[config.mk]
export PLATFORM = sky130hd
export DESIGN_NAME = fwd_hazard_unit
export DESIGN_NICKNAME = d
export VERILOG_FILES = /design/src/rtl/fwd_hazard_unit.sv
export SDC_FILE = /design/constraint.sdc
export NUM_CORES = 1
export LEC_CHECK = 0
export ABC_AREA = 1
export CELL_PAD_IN_SITES_DETAIL_PLACEMENT = 1
export CELL_PAD_IN_SITES_GLOBAL_PLACEMENT = 1
export CORE_MARGIN = 2
export CORE_UTILIZATION = 39
export CTS_BUF_LIST = sky130_fd_sc_hd__clkbuf_8
export CTS_CLUSTER_SIZE = 30
export DETAILED_ROUTE_END_ITERATION = 12
export PLACE_DENSITY = 0.87
export SETUP_SLACK_MARGIN = 0.5
export SLEW_MARGIN = 20
export SYNTH_ARGS = -nofsm -noshare
export SYNTH_HDL_FRONTEND = slang
export SYNTH_SLANG_ARGS = --single-unit
[constraint.sdc]
create_clock -name clk -period 2.7 [get_ports clk]
set_input_delay 0.27 -clock clk [delete_from_list [all_inputs] [get_ports clk]]
set_output_delay 0.27 -clock clk [all_outputs]
set_load 0.1 [all_outputs]
[src/rtl/fwd_hazard_unit.sv]
// Forwarding and hazard unit: tracks EX/MEM/WB destination records, issues
// registered EX operand-mux selects and stalls for load-use and vector ops.
module fwd_hazard_unit #(
  parameter int REG_BITS   = 4,
  parameter int VEC_CYCLES = 4
) (
  input  logic                clk,
  input  logic                rst_n,
  input  logic                id_valid,
  input  logic [REG_BITS-1:0] id_rs1,
  input  logic [REG_BITS-1:0] id_rs2,
  input  logic                id_rs1_used,
  input  logic                id_rs2_used,
  input  logic [REG_BITS-1:0] id_rd,
  input  logic                id_we,
  input  logic                id_is_load,
  input  logic                id_is_vec,
  input  logic                flush,
  output logic                stall,
  output logic [1:0]          fwd_a_sel,
  output logic [1:0]          fwd_b_sel,
  output logic                ex_busy
);

  localparam int CW = (VEC_CYCLES > 1) ? $clog2(VEC_CYCLES) + 1 : 1;
  localparam logic [CW-1:0] CNT_INIT  = CW'(VEC_CYCLES - 1);
  localparam logic [CW-1:0] CNT_ONE   = CW'(1);

  typedef struct packed {
    logic                valid;
    logic [REG_BITS-1:0] rd;
    logic                we;
    logic                is_load;
    logic                is_vec;
  } rec_t;

  typedef enum logic {IDLE, BUSY} vstate_e;

  rec_t          ex_q, ex_d, mem_q, mem_d, wb_q, wb_d, id_rec;
  vstate_e       state_q, state_d;
  logic [CW-1:0] cnt_q, cnt_d;
  logic [1:0]    fwd_a_q, fwd_a_d, fwd_b_q, fwd_b_d;
  logic          ex_busy_q, ex_busy_d;
  logic          m_ex_a, m_ex_b, m_mem_a, m_mem_b, load_use, take;

  function automatic logic hit(rec_t r, logic [REG_BITS-1:0] rs, logic used);
    return r.valid & r.we & (r.rd == rs) & (rs != '0) & used;
  endfunction

  // Youngest producer wins: EX result arrives from MEM next cycle.
  function automatic logic [1:0] pick(logic m_ex, logic m_mem);
    return m_ex ? 2'b10 : (m_mem ? 2'b01 : 2'b00);
  endfunction

  always_comb begin
    id_rec   = '{valid: id_valid, rd: id_rd, we: id_we,
                 is_load: id_is_load, is_vec: id_is_vec};
    m_ex_a   = hit(ex_q,  id_rs1, id_rs1_used);
    m_ex_b   = hit(ex_q,  id_rs2, id_rs2_used);
    m_mem_a  = hit(mem_q, id_rs1, id_rs1_used);
    m_mem_b  = hit(mem_q, id_rs2, id_rs2_used);
    load_use = ex_q.is_load & (m_ex_a | m_ex_b);
    stall    = id_valid & ~flush & (load_use | ex_busy_q);
    take     = id_valid & ~stall & ~flush;

    ex_d    = ex_q;
    mem_d   = mem_q;
    wb_d    = wb_q;
    state_d = state_q;
    cnt_d   = cnt_q;
    fwd_a_d = fwd_a_q;
    fwd_b_d = fwd_b_q;

    if (state_q == BUSY) begin
      // Stages below EX drain one slot on the first busy cycle, then freeze.
      if (cnt_q == CNT_INIT) begin
        wb_d  = mem_q;
        mem_d = '0;
      end
      cnt_d = cnt_q - CNT_ONE;
      if (cnt_q == CNT_ONE) state_d = IDLE;
    end else begin
      wb_d    = mem_q;
      mem_d   = ex_q;
      ex_d    = take ? id_rec : '0;
      fwd_a_d = take ? pick(m_ex_a, m_mem_a) : 2'b00;
      fwd_b_d = take ? pick(m_ex_b, m_mem_b) : 2'b00;
      if (take && id_is_vec && (VEC_CYCLES > 1)) begin
        cnt_d   = CNT_INIT;
        state_d = BUSY;
      end
    end
    ex_busy_d = (state_d == BUSY);
  end

  always_ff @(posedge clk) begin
    if (!rst_n) begin
      ex_q      <= '0;
      mem_q     <= '0;
      wb_q      <= '0;
      state_q   <= IDLE;
      cnt_q     <= '0;
      fwd_a_q   <= 2'b00;
      fwd_b_q   <= 2'b00;
      ex_busy_q <= 1'b0;
    end else begin
      ex_q      <= ex_d;
      mem_q     <= mem_d;
      wb_q      <= wb_d;
      state_q   <= state_d;
      cnt_q     <= cnt_d;
      fwd_a_q   <= fwd_a_d;
      fwd_b_q   <= fwd_b_d;
      ex_busy_q <= ex_busy_d;
    end
  end

  assign fwd_a_sel = fwd_a_q;
  assign fwd_b_sel = fwd_b_q;
  assign ex_busy   = ex_busy_q;

endmodule

==> metrics <==
syn_nets=211; Area Overhead vs Synth=28.51%; max incr delay on CP=0.54 ns; CP most frequent cell=nand2_1; Synth area leaders=dfxtp_1 (34%), nand2_1 (17%), a21oi_1 (9.4%), inv_1 (7.6%), nand4_1 (5.6%); Die Y-Extent=60.13 um; fin nets=236; initial cell density of the core=40.58%; initial antenna violation count=0; largest net degree at the start of global routing=25; FFs w/ async S/R, synth=0%; RSZ-0062 raised after global routing=no; Power Total=649.2 uW; syn avg cell area=6.570 um^2; crit path max fanout=13; WL/cell=13.93 um; Worst Path Required=2.43 ns; Power Density=411.2 nW/um^2; HP Start=fwd_a_sel[1]$_SDFFE_PN0N_; share of layout cells above drive strength 1=9.005%; register area share after synthesis=34.22%; DRT Pass-1 Iters=4; number of global-route vias before repair=1313; Skew-Pair Late Insertion Delay=0.25 ns; Startpoint Class=input pin; post-synthesis cell count=187; #FFs+latches synth=21; CP arrival=1.82 ns; CP endpoint kind=primary output; Clock Skew=0.003502 ns; first-pass GRT wire length=5.816 mm; FP Rows=20; Reg2Reg Launch Point=ex_busy$_SDFF_PN0_; final setup TNS=0 ns; post-route minimum period=2.090 ns; RR Endpoint=ex_q[2]$_SDFFE_PN0N_; relative slew slack=54.85%; HP Class=reg2reg; yosys synthesis warning count=0; R2R depth=3; hpwl dp=2.589 mm; Die ar.=3616 um^2; cts hold-fix bufs=0; CTS Sinks=21; Lkg Pwr=0.7634 nW; Placeable Area=3028 um^2; R2R Setup Slk=1.02 ns; status=completed; Top-Level Pins=27; max cap viols=0; Clock transition at path regs=0.08 ns; top cell type by total area after synthesis=dfxtp_1; I/O Buffers=26; depth of the CTS H-tree=1; CTS tree=yes; worst path cell trace=clkdlybuf4s50_1 > nand2_1 > nand2_1 > nand2_1 > nor2_1 > nand2_1 > nand2_2 > nand2_4 > a21boi_4 > buf_12; final WL=3.552 mm; GP Congestion=0.8457; final critical-path share of the clock period=77.41%; share of the synthesized area in the top cell type=34.22%; max frequency=478.4 MHz; area of the multi-input gates=676.9 um^2; final setup margin=0.6098 ns; crit path kind=in2out; hold path depth=2; CTS root buffer=clkbuf_8; worst hold endpoint=fwd_a_sel[1]$_SDFFE_PN0N_; Final Max Tran Viols=0; GRT Total Usage=21.28%; Setup violations, final=0; Iter 0 DRT Violations=43; Critical-path top delay cell=clkdlybuf4s50_1; DRT antenna net count=0; Filler cells=411; CTS buffer count=3; number of synthesized flops with an enable pin=0; post-synth cell types=21; ANT cells=0; worst slew pin tran=0.6764 ns; Vias per Instance=5.043; Final Hold Viols=0; Hold Slack=0.4696 ns; DP Area=1505 um^2; DP Worst Slack=0.5438 ns; clock buffer depth=2; VDD IR max=0.2430 mV; Residual DRC=0; dominant synthesized flop cell=dfxtp_1; Die Wd=60.13 um; fin area=1579 um^2; total gr overflow=0; Reg area=421.7 um^2; vias after detailed routing=1286; cell area after synthesis=1229 um^2
cell usage after synthesis (2+ instances only):
cell / n
clkbuf_1: 4
nand4_1: 11
nor2_1: 14
inv_1: 25
xor2_1: 6
nand3_1: 12
buf_6: 2
dfxtp_1: 21
a21oi_1: 23
ha_1: 3
nand2_1: 56
area by class of cell:
class                   instances  share of cell area [%]
clock buffers                   3                   2.615
clock inverters                 1                  0.2377
inverters                      25                   6.181
multi-input cells             133                   42.87
flip-flops and latches         21                   26.70
well taps                      44                   3.487
repair buffers                 27                   17.59
repair inverters                1                  0.3170
metrics by stage:
step / utilization [%] / cells
final: 52.15 / 255
after global placement: 49.71 / 250
after floorplan: - / 187
after detailed placement: 49.71 / 250
after CTS: 51.36 / 254
after global routing: 52.15 / 255
where the power goes:
part	total, mW	internal [mW]	switching [mW]
sequential	0.335	0.320	0.0149
clock	0.199	0.101	0.0982
combinational	0.115	0.0523	0.0629
total	0.649	0.473	0.176
cell families (layout without fill, tap and decap cells):
kind of cell / Yosys count / in the layout / share of synthesized area [%]
flip-flops: 21 / 21 / 34.22
adder cells (fa/ha/maj): 3 / 3 / 3.055
AND/OR/NAND/NOR: 97 / 97 / 34.42
AO/OA/AOI/OAI: 26 / 26 / 11.10
buffers and inverters: 33 / 57 / 12.22
XOR/XNOR: 7 / 7 / 4.990
state kept, by name, indices dropped and copies added, names as in the netlist:
name / count
fwd_b_sel: 2
ex_q: 7
fwd_a_sel: 2
mem_q: 6
cnt_q: 3
ex_busy: 1
worst max-delay path, delay by kind of cell:
family / cells / cell delay [ns]
AND/OR/NAND/NOR: 7 / 0.64
buffers and inverters: 2 / 0.73
AO/OA/AOI/OAI: 1 / 0.18
cell usage in the layout (no fill, tap or decap), types with 3 or more instances in the layout:
cell type | synthesis | routed
a21oi_1 | 23 | 23
ha_1 | 3 | 3
inv_1 | 25 | 25
nand2_1 | 56 | 55
nor2_1 | 14 | 14
nand3_1 | 12 | 12
xor2_1 | 6 | 6
clkdlybuf4s50_1 | 0 | 15
dfxtp_1 | 21 | 20
dlymetal6s2s_1 | 0 | 5
clkbuf_8 | 1 | 3
nand4_1 | 11 | 11
buf_4 | 0 | 6
repair_timing:
item	CTS	global route
setup buffers	0	0
gates resized for setup	1	7
endpoints found under the setup margin	1	1
cloned	0	1
pin swaps	0	0
routing by layer:
layer  vias up  track usage (%)  wire length, um  part of all wire (%)
li1        641                -                -                     -
met4         0            8.571               61                   1.7
met5         -                0                0                     0
met2        33            37.11             1808                    51
met1       606            26.64             1517                    43
met3         6            1.948              164                   4.6
worst max path at each step:
stage	cells past startpoint	endpoint	slack (ns)	start
2_1_floorplan	3	stall	0.82	ex_busy$_SDFF_PN0_
5_1_grt	10	stall	0.51	id_rs2[1]
3_3_place_gp	10	stall	0.59	id_rs2[0]
6_report	10	stall	0.61	id_rs1[3]
4_1_cts	10	stall	0.55	id_rs2[0]
3_5_place_dp	10	stall	0.54	id_rs2[0]
Note: power is estimated with default switching activity, not from simulation.
